===== config.mk =====
export PLATFORM = sky130hd
export DESIGN_NAME = mul_share_arbiter
export DESIGN_NICKNAME = d
export VERILOG_FILES = /design/src/rtl/mul_share_arbiter.sv
export SDC_FILE = /design/constraint.sdc
export NUM_CORES = 1
export LEC_CHECK = 0
export BUFFER_PORTS_ARGS = -buffer_cell sky130_fd_sc_hd__buf_4
export CAP_MARGIN = 20
export CORE_ASPECT_RATIO = 1.1
export CORE_MARGIN = 2
export CORE_UTILIZATION = 58
export CTS_CLUSTER_SIZE = 40
export DETAILED_ROUTE_END_ITERATION = 8
export GPL_ROUTABILITY_DRIVEN = 0
export PLACE_DENSITY = 0.84
export SYNTH_ARGS = -nofsm -noshare
export SYNTH_HDL_FRONTEND = slang
export SYNTH_SLANG_ARGS = --single-unit
export TNS_END_PERCENT = 1

===== constraint.sdc =====
create_clock -name clk -period 4.5 [get_ports clk]
set_input_delay 0.675 -clock clk [delete_from_list [all_inputs] [get_ports clk]]
set_output_delay 0.675 -clock clk [all_outputs]
set_load 0.005 [all_outputs]

===== src/rtl/mul_share_arbiter.sv =====
// -----------------------------------------------------------------------------
// mul_share_arbiter
//
// Shares one combinational 4x4 multiplier between two requesters. A
// round-robin arbiter picks a requester in IDLE, latches its operands, holds
// them on the multiplier for WAIT_CYCLES settle cycles, then registers the
// 8-bit product and pulses the owner's done line for one cycle.
//
// Handshake: a requester raises req with stable operands and keeps them until
// it sees its gnt pulse (one cycle, the cycle after the sampling edge).
// Operands are don't-care after that edge. done pulses for one cycle when
// p_out holds that requester's product; p_out then holds until the next done.
// A req still high in the cycle after done is a new request.
//
// Ports:
//   clk            system clock, rising edge
//   rst            asynchronous active-high reset
//   req0/a0/b0     requester 0 request level and operands
//   req1/a1/b1     requester 1 request level and operands
//   gnt0/gnt1      one-cycle grant pulses (operands accepted)
//   done0/done1    one-cycle result pulses (p_out valid for owner)
//   p_out          last registered product
//   busy           high while a job is in the MUL state
//
// WAIT_CYCLES: settle cycles from grant edge to capture edge, legal 1..15.
// -----------------------------------------------------------------------------

module Multiplier_4bit (
  input  logic [3:0] a,
  input  logic [3:0] b,
  output logic [7:0] p
);
  assign p = {4'd0, a} * {4'd0, b};
endmodule

module mul_share_arbiter #(
  parameter int unsigned WAIT_CYCLES = 2
) (
  input  logic       clk,
  input  logic       rst,
  input  logic       req0,
  input  logic [3:0] a0,
  input  logic [3:0] b0,
  input  logic       req1,
  input  logic [3:0] a1,
  input  logic [3:0] b1,
  output logic       gnt0,
  output logic       gnt1,
  output logic       done0,
  output logic       done1,
  output logic [7:0] p_out,
  output logic       busy
);

  localparam logic [3:0] CNT_INIT = 4'(WAIT_CYCLES - 1);

  typedef enum logic {
    S_IDLE = 1'b0,
    S_MUL  = 1'b1
  } state_t;

  state_t     state_q, state_d;
  logic [3:0] op_a_q, op_a_d;
  logic [3:0] op_b_q, op_b_d;
  logic       owner_q, owner_d;
  logic       last_q, last_d;
  logic [3:0] cnt_q, cnt_d;
  logic       gnt0_q, gnt0_d;
  logic       gnt1_q, gnt1_d;
  logic       done0_q, done0_d;
  logic       done1_q, done1_d;
  logic [7:0] p_q, p_d;
  logic       busy_q, busy_d;

  logic [7:0] mul_p;
  logic       win;

  // Latched operands drive the shared multiplier for the whole MUL state.
  Multiplier_4bit u_mul (
    .a (op_a_q),
    .b (op_b_q),
    .p (mul_p)
  );

  always_comb begin
    state_d = state_q;
    op_a_d  = op_a_q;
    op_b_d  = op_b_q;
    owner_d = owner_q;
    last_d  = last_q;
    cnt_d   = cnt_q;
    gnt0_d  = 1'b0;
    gnt1_d  = 1'b0;
    done0_d = 1'b0;
    done1_d = 1'b0;
    p_d     = p_q;
    busy_d  = busy_q;
    win     = 1'b0;

    case (state_q)
      S_IDLE: begin
        if (req0 || req1) begin
          // On a tie the requester not served last wins; last resets to 1
          // so requester 0 takes the first tie.
          if (req0 && req1) win = ~last_q;
          else              win = req1;
          op_a_d  = win ? a1 : a0;
          op_b_d  = win ? b1 : b0;
          owner_d = win;
          gnt0_d  = ~win;
          gnt1_d  = win;
          cnt_d   = CNT_INIT;
          busy_d  = 1'b1;
          state_d = S_MUL;
        end
      end
      S_MUL: begin
        if (cnt_q != 4'd0) begin
          cnt_d = cnt_q - 4'd1;
        end else begin
          p_d     = mul_p;
          done0_d = ~owner_q;
          done1_d = owner_q;
          last_d  = owner_q;
          busy_d  = 1'b0;
          state_d = S_IDLE;
        end
      end
      default: state_d = S_IDLE;
    endcase
  end

  always_ff @(posedge clk or posedge rst) begin
    if (rst) begin
      state_q <= S_IDLE;
      op_a_q  <= 4'd0;
      op_b_q  <= 4'd0;
      owner_q <= 1'b0;
      last_q  <= 1'b1;
      cnt_q   <= 4'd0;
      gnt0_q  <= 1'b0;
      gnt1_q  <= 1'b0;
      done0_q <= 1'b0;
      done1_q <= 1'b0;
      p_q     <= 8'h00;
      busy_q  <= 1'b0;
    end else begin
      state_q <= state_d;
      op_a_q  <= op_a_d;
      op_b_q  <= op_b_d;
      owner_q <= owner_d;
      last_q  <= last_d;
      cnt_q   <= cnt_d;
      gnt0_q  <= gnt0_d;
      gnt1_q  <= gnt1_d;
      done0_q <= done0_d;
      done1_q <= done1_d;
      p_q     <= p_d;
      busy_q  <= busy_d;
    end
  end

  assign gnt0  = gnt0_q;
  assign gnt1  = gnt1_q;
  assign done0 = done0_q;
  assign done1 = done1_q;
  assign p_out = p_q;
  assign busy  = busy_q;

endmodule


==> results.md, run 1 <==
- Status: completed
- Routed WL: 2.78 mm
- Largest family of logic cells by synthesized area: adder cells
- # resized after CTS: 0
- CTS Buf Count: 3
- Worst Tran Pin Value: 910 ps
- Vias per Instance: 5.43
- Initial antenna violation count: 0
- Reg area: 702 um^2
- Clock tree sinks: 28
- Worst Setup Start Kind: register
- RR Endpoint: p_out[6]
- Max layer used: met3
- Port Buffers: 32
- Crit path time final: between 2000 and 3000 ps
- Routed Antenna Nets: 0
- VDD IR max: 0.412 mV
- Final design utilization: 75.3%
- # rows: 19
- Slew margin rel.: 39.2%
- Largest net degree at the start of global routing: 29
- RR Startpoint: op_a_q[0]
- R2R depth: 9
- CTS root buf: clkbuf_4
- DIE WIDTH: 53.8 um
- Async SR Flop Fraction: 100%
- Die Area: 3170 um^2
- Critical Path Fanout Max: 5
- Pwr/cell area: 645 nW/um^2
- Drt first-iter violations: 27
- WL/cell: 13.2 um
- Synth Area per Inst: about 11 um^2
- Clock latency on the worst-skew pair: 320 ps
- R2R Setup Slk: approximately 1600 ps
- Htree depth: 1
- Critical Path AT: 3070 ps
- Via Count: 1,145
- # fillers: 173
- First-pass GRT wire length: 4.89 mm
- Pleak: a little over 1 nW
- Mux share of post-synthesis cell area: 6.64%
- Nets: 219
- RSZ-0062 raised after global routing: no
- Layout area overhead: 20.9%
- Post-DP HPWL: 2.22 mm
- CTS tree: built
- Post-CTS Setup Repair Bufs: 0
- Hold_buf cts: 0
- Library cells used by synthesis: 33
- EDFF count, synth: 0
- Top-level port count: 33
- CP endpoint kind: register
- Ant diodes: 0
- WL met2: 1.42 mm
- Adder-cell share of the synthesized area: 16.1%
- YS warnings: 0
- Residual DRC: 0
- M1 WL: 1.20 mm
- Synth Area in Compound Gates: 11.7%
- Max frequency: 0.350 GHz
- Starting Density: 62.3%
- GRT Total Usage: 20.7%
- Die H: 58.8 um
- Crit path kind: reg2reg
- Post-Syn Nets: 184
- Final slew viol count: 0
- Sequential share of the synthesized area: approximately 44%
- Main synth FF type: dfrtp_1
- Clk_skew: 3.82 ps
- Synth Area in Simple Gates: 13.9%
- CTS clk-pin slew, worst paths: around 150 ps
- Multi-input logic area: 810 um^2
- Placeable Area: 2540 um^2
- Final setup fails: 0
- Final Hold Fails: 0
- Setup TNS: 0 ps
- FF+latch count, synth: 28
- Synth Area in XOR/XNOR: 2.76%
- Hold Path Class: in2async
- Worst-case clock buffer depth: 2
- Syn Inst Count: 146
- Final period utilization: 63.5%
- Total gr overflow: 0
- Number of max-cap violations: 0
- Fraction of final layout cells with drive strength greater than 1: around a quarter
- Met3 WL: 157 um
- Commonest non-fill, non-tap cell in the layout: buf_4
- WP data required: 4720 ps
- Synthesized area: 1580 um^2
- Vias in the first global route: 1,146
- Most frequent cells in the layout: buf_4 (32), dfrtp_1 (27), nand2_1 (19)
- Pre-antenna DRT Iters: 9
-- flip-flops by register name, indices dropped and copies added, names as in the netlist --
name,count
busy,1
cnt_q,4
done0,1
done1,1
gnt0,1
gnt1,1
last_q,1
op_a_q,4
op_b_q,4
owner_q,1
p_out,8
state_q,1
-- routing by layer --
metal  GRT usage (%)  vias up
li1                -      561
met1            26.1      546
met2            36.8       38
met3            2.79        0
met4            5.13        0
met5               0        -
-- cell type report --
| class | count | share of cell area [%] |
|---|---|---|
| timing repair buffer | 33 | 14.0 |
| inverter | 12 | 2.35 |
| multi-input combinational | 103 | 42.3 |
| clock inverter | 1 | 1.57 |
| clock buffer | 3 | 1.18 |
| sequential | 28 | 36.6 |
| tap | 31 | 2.02 |
-- synthesized netlist by cell type (3+ instances only) --
library cell,n,area [um^2]
a21o_1,4,30.0
and2_1,9,56.3
dfrtp_1,27,676
fa_1,4,80.1
ha_1,14,175
inv_1,12,45.0
mux2_4,3,45.0
mux2i_1,6,60.1
nand2_1,19,71.3
nor2_1,7,26.3
o21ai_0,5,25.0
o21ai_1,9,45.0
xnor2_1,4,35.0
-- power by group --
part	leakage, nW	switching [W]	internal, W
clock	0.0279	0.0000724	0.0000900
combinational	0.651	0.000308	0.000311
sequential	0.350	0.0000941	0.000359
-- per-stage QoR --
stage / power (W) / setup WS (ps) / cell area (um^2) / instances / hold WS (ps)
floorplan: 0.000893 / 1860 / 1580 / 146 / 416
global placement: 0.00103 / 1800 / 1840 / 206 / 443
detailed placement: 0.00106 / 1690 / 1840 / 206 / 455
CTS: 0.00124 / 1660 / 1890 / 210 / 474
global route: 0.00135 / 1520 / 1920 / 211 / 308
finish: 0.00123 / 1640 / 1920 / 211 / 307
-- worst max-delay path, cell delays in order (launching register included) --
cell and delay (ps):
dfrtp_1 440, nand2_1 100, fa_1 540, inv_1 50
fa_1 520, fa_1 480, a21o_1 170, a21oi_1 190
xor2_1 180, o21ai_1 80
-- logic make-up (layout without fill, tap and decap cells) --
kind of cell	count (synthesis)	in the layout
AND/OR/NAND/NOR	43	43
AO/OA/AOI/OAI	28	28
flip-flops	28	28
adder cells (fa/ha/maj)	18	18
buffers and inverters	15	49
multiplexers	9	9
XOR/XNOR	5	5
-- worst max path at each step --
stage | cells past startpoint | end | from | slack, ps
4_1_cts | 9 | p_out[6] | op_a_q[0] | 1660
3_5_place_dp | 9 | p_out[6] | op_a_q[0] | 1690
6_report | 9 | p_out[6] | op_a_q[0] | 1640
2_1_floorplan | 9 | p_out[6] | op_b_q[3] | 1860
5_1_grt | 9 | p_out[6] | op_a_q[0] | 1520
3_3_place_gp | 9 | p_out[6] | op_b_q[3] | 1800
No activity file was read; power rests on OpenSTA's default activity.
==> run 2, diff against run 1 <==
- ABC_AREA: default -> 1
- CORE_UTILIZATION: 58 -> 54
- PLACE_DENSITY: 0.84 -> 0.79
- clock period: 4.5 -> 2.8 ns (I/O delays scaled with it)
==> run 2 against run 1 <==
Net effect: non-clock buffer count is 1 higher; largest power group unchanged; combinational power is 83% higher; die area is 9.8% higher; register-to-register slack worse by 1500 ps; clock power is 6% higher.
==> results.md, run 2 <==
- Status: completed
- Port Buffers: 32
- Final setup fails: 0
- Residual DRC: 0
- Hold Path Class: in2async
- CP most frequent cell: nand2_1
- Clock latency on the worst-skew pair: roughly 330 ps
- Area share of the largest cell type after synthesis: 41.4%
- Syn Inst Count: roughly 190
- Top-level port count: 33
- WL/cell: between 10 and 15 um
- Htree depth: 1
- M1 WL: around 1.4 mm
- Drt first-iter violations: 32
- Final slew viol count: 0
- First-pass GRT wire length: ~5.6 mm
- Max frequency: 0.380 GHz
- Slowest cell delay on critical path: 540 ps
- Clock tree sinks: 28
- Number of max-cap violations: 0
- RSZ-0062 raised after global routing: no
- Post-DP HPWL: about 2.6 mm
- Die Area: 3480 um^2
- Final Hold Fails: 0
- Worst Setup Start Kind: register
- Most frequent cells in the layout: nand2_1 (56), buf_4 (33), dfrtp_1 (27)
- WL met2: around 1.6 mm
- Fraction of final layout cells with drive strength greater than 1: 23.0%
- CP endpoint kind: register
- Worst-case clock buffer depth: 2
- EDFF count, synth: 0
- YS warnings: 0
- Pwr/cell area: 1030 nW/um^2
- Crit path time final: approximately 2600 ps
- Critical Path Fanout Max: 5
- Critical Path AT: between 2000 and 3000 ps
- Final period utilization: between 90% and 100%
- Die H: 61.6 um
- Final total power: 0.00201 W
- Via Count: 1,286
- FF+latch count, synth: 28
- Placeable Area: 2830 um^2
- Initial antenna violation count: 0
- Area leader, netlist: dfrtp_1
- # resized after CTS: 0
- CTS Buf Count: 3
- Slew margin rel.: 60.9%
- CTS root buf: clkbuf_4
- Most frequent cells after synthesis: nand2_1 (56), dfrtp_1 (27), inv_1 (23)
- Ant diodes: 0
- Max FFs per register: 8
- # rows: 20
- Met3 WL: 133 um
- Async SR Flop Fraction: 100%
- VDD IR max: around 0.65 mV
- Sequential share of the synthesized area: 43.1%
- Most numerous cell in the Yosys netlist: nand2_1
- CTS tree: built
- Setup TNS: 0 ps
- DIE WIDTH: 56.4 um
- Max layer used: met4
- Nets: 261
- Vias per Instance: 5.04
- GRT Total Usage: 20.8%
- CP Cell Sequence: nand2_1 -> fa_1 -> inv_1 -> fa_1 -> fa_1 -> nand3_1 -> nand2_1 -> xor2_1 -> nand2_1 -> nand2_1
- Pre-antenna DRT Iters: 4
- Post-Syn Nets: 224
- Worst Tran Pin Value: 587 ps
- CTS clk-pin slew, worst paths: roughly 140 ps
- Library cells used by synthesis: 25
- Largest net degree at the start of global routing: 29
- CP max stage cell: fa_1
- Synth Area per Inst: between 8 and 9 um^2
- Commonest non-fill, non-tap cell in the layout: nand2_1
- Vias in the first global route: 1,310
- Main synth FF type: dfrtp_1
- Routed WL: 3.19 mm
- Layout area overhead: 19.6%
- Routed Antenna Nets: 0
- Total gr overflow: 0
- Synthesized area: 1630 um^2
- Top area cells in the synthesized netlist: dfrtp_1 (41%), nand2_1 (13%), ha_1 (11%), inv_1 (5.3%), fa_1 (4.9%)
- # fillers: around 230
- Clk_skew: roughly 7 ps
- WP data required: 3040 ps
- Crit path kind: reg2reg
- Pleak: 1.13 nW
- Starting Density: 57.7%
[run 2: changes by cell type after synthesis, moves of 3 or more]
cell	previous run	this run
a21o_1	4	0
and2_1	9	0
nor2_1	7	11
inv_2	0	3
mux2i_1	6	0
o21ai_2	0	3
inv_1	12	23
o21ai_0	5	8
nand3_1	1	9
mux2_4	3	0
nand2_1	19	56
[run 2: worst max-delay path: cells and delay by family, from the launching register on]
| kind | cells | cell delay (ps) |
|---|---|---|
| simple gates | 5 | 380 |
| fa+ha+maj | 3 | 1540 |
| flops | 1 | 430 |
| buf+inv | 1 | 60 |
| xor+xnor | 1 | 140 |
[run 2: worst paths after layout]
check	startpoint	endpoint	slack, ps	depth (start not counted)
max in group asynchronous	rst	last_q	2130	3
hold reg to reg	owner_q	done0	470	1
min in group clk	b0[1]	op_b_q[1]	290	3
setup / recovery	op_b_q[3]	p_out[6]	170	10
hold / removal	rst	p_out[0]	110	2
setup reg to reg	op_b_q[3]	p_out[6]	170	10
[run 2: report_power, final]
group / internal (W) / switching, W / total [W]
clock network: 0.0000559 / 0.000115 / 0.000171
registers: 0.000577 / 0.000129 / 0.000706
logic: 0.000474 / 0.000659 / 0.00113
total: 0.00111 / 0.000903 / 0.00201
[run 2: cell type report]
class,instances,area [um^2],area share (%)
multi-input combinational,129,802,41.1
tap,33,41.3,2.12
sequential,28,702,36.0
timing repair buffer,34,275,14.1
clock buffer,4,26.3,1.35
inverter,27,104,5.32
[run 2: routing by layer]
layer | vias up | global-route usage [%]
li1 | 655 | -
met4 | 0 | 7.14
met1 | 590 | 25.7
met3 | 6 | 3.15
met2 | 35 | 38.2
met5 | - | 0
[run 2: repair_timing]
| item | CTS | global route |
|---|---|---|
| endpoints found under the hold margin | 0 | 0 |
| setup buffers | 0 | 1 |
| hold buffers | 0 | 0 |
| setup endpoints to repair | 0 | 1 |
[run 2: logic make-up (layout without fill, tap and decap cells)]
logic type               count (synthesis)  in the layout  share of synthesized area [%]
flip-flops                              28             28                           43.1
AO/OA/AOI/OAI                           25             25                           8.75
AND/OR/NAND/NOR                         82             82                           22.6
buffers and inverters                   29             65                           7.75
adder cells (fa/ha/maj)                 18             18                           15.7
XOR/XNOR                                 4              4                           2.15
[run 2: per-stage QoR]
stage / util, % / instances / cell area (um^2) / setup slack, ps / hold WS, ps
finish: 69.0 / 255 / 1950 / 171 / 110
global route: 69.0 / 255 / 1950 / 19.0 / 134
CTS: 67.7 / 253 / 1920 / 131 / 287
detailed placement: 66.8 / 249 / 1890 / 162 / 441
global placement: 66.8 / 249 / 1890 / 262 / 422
floorplan: - / 186 / 1630 / 303 / 414
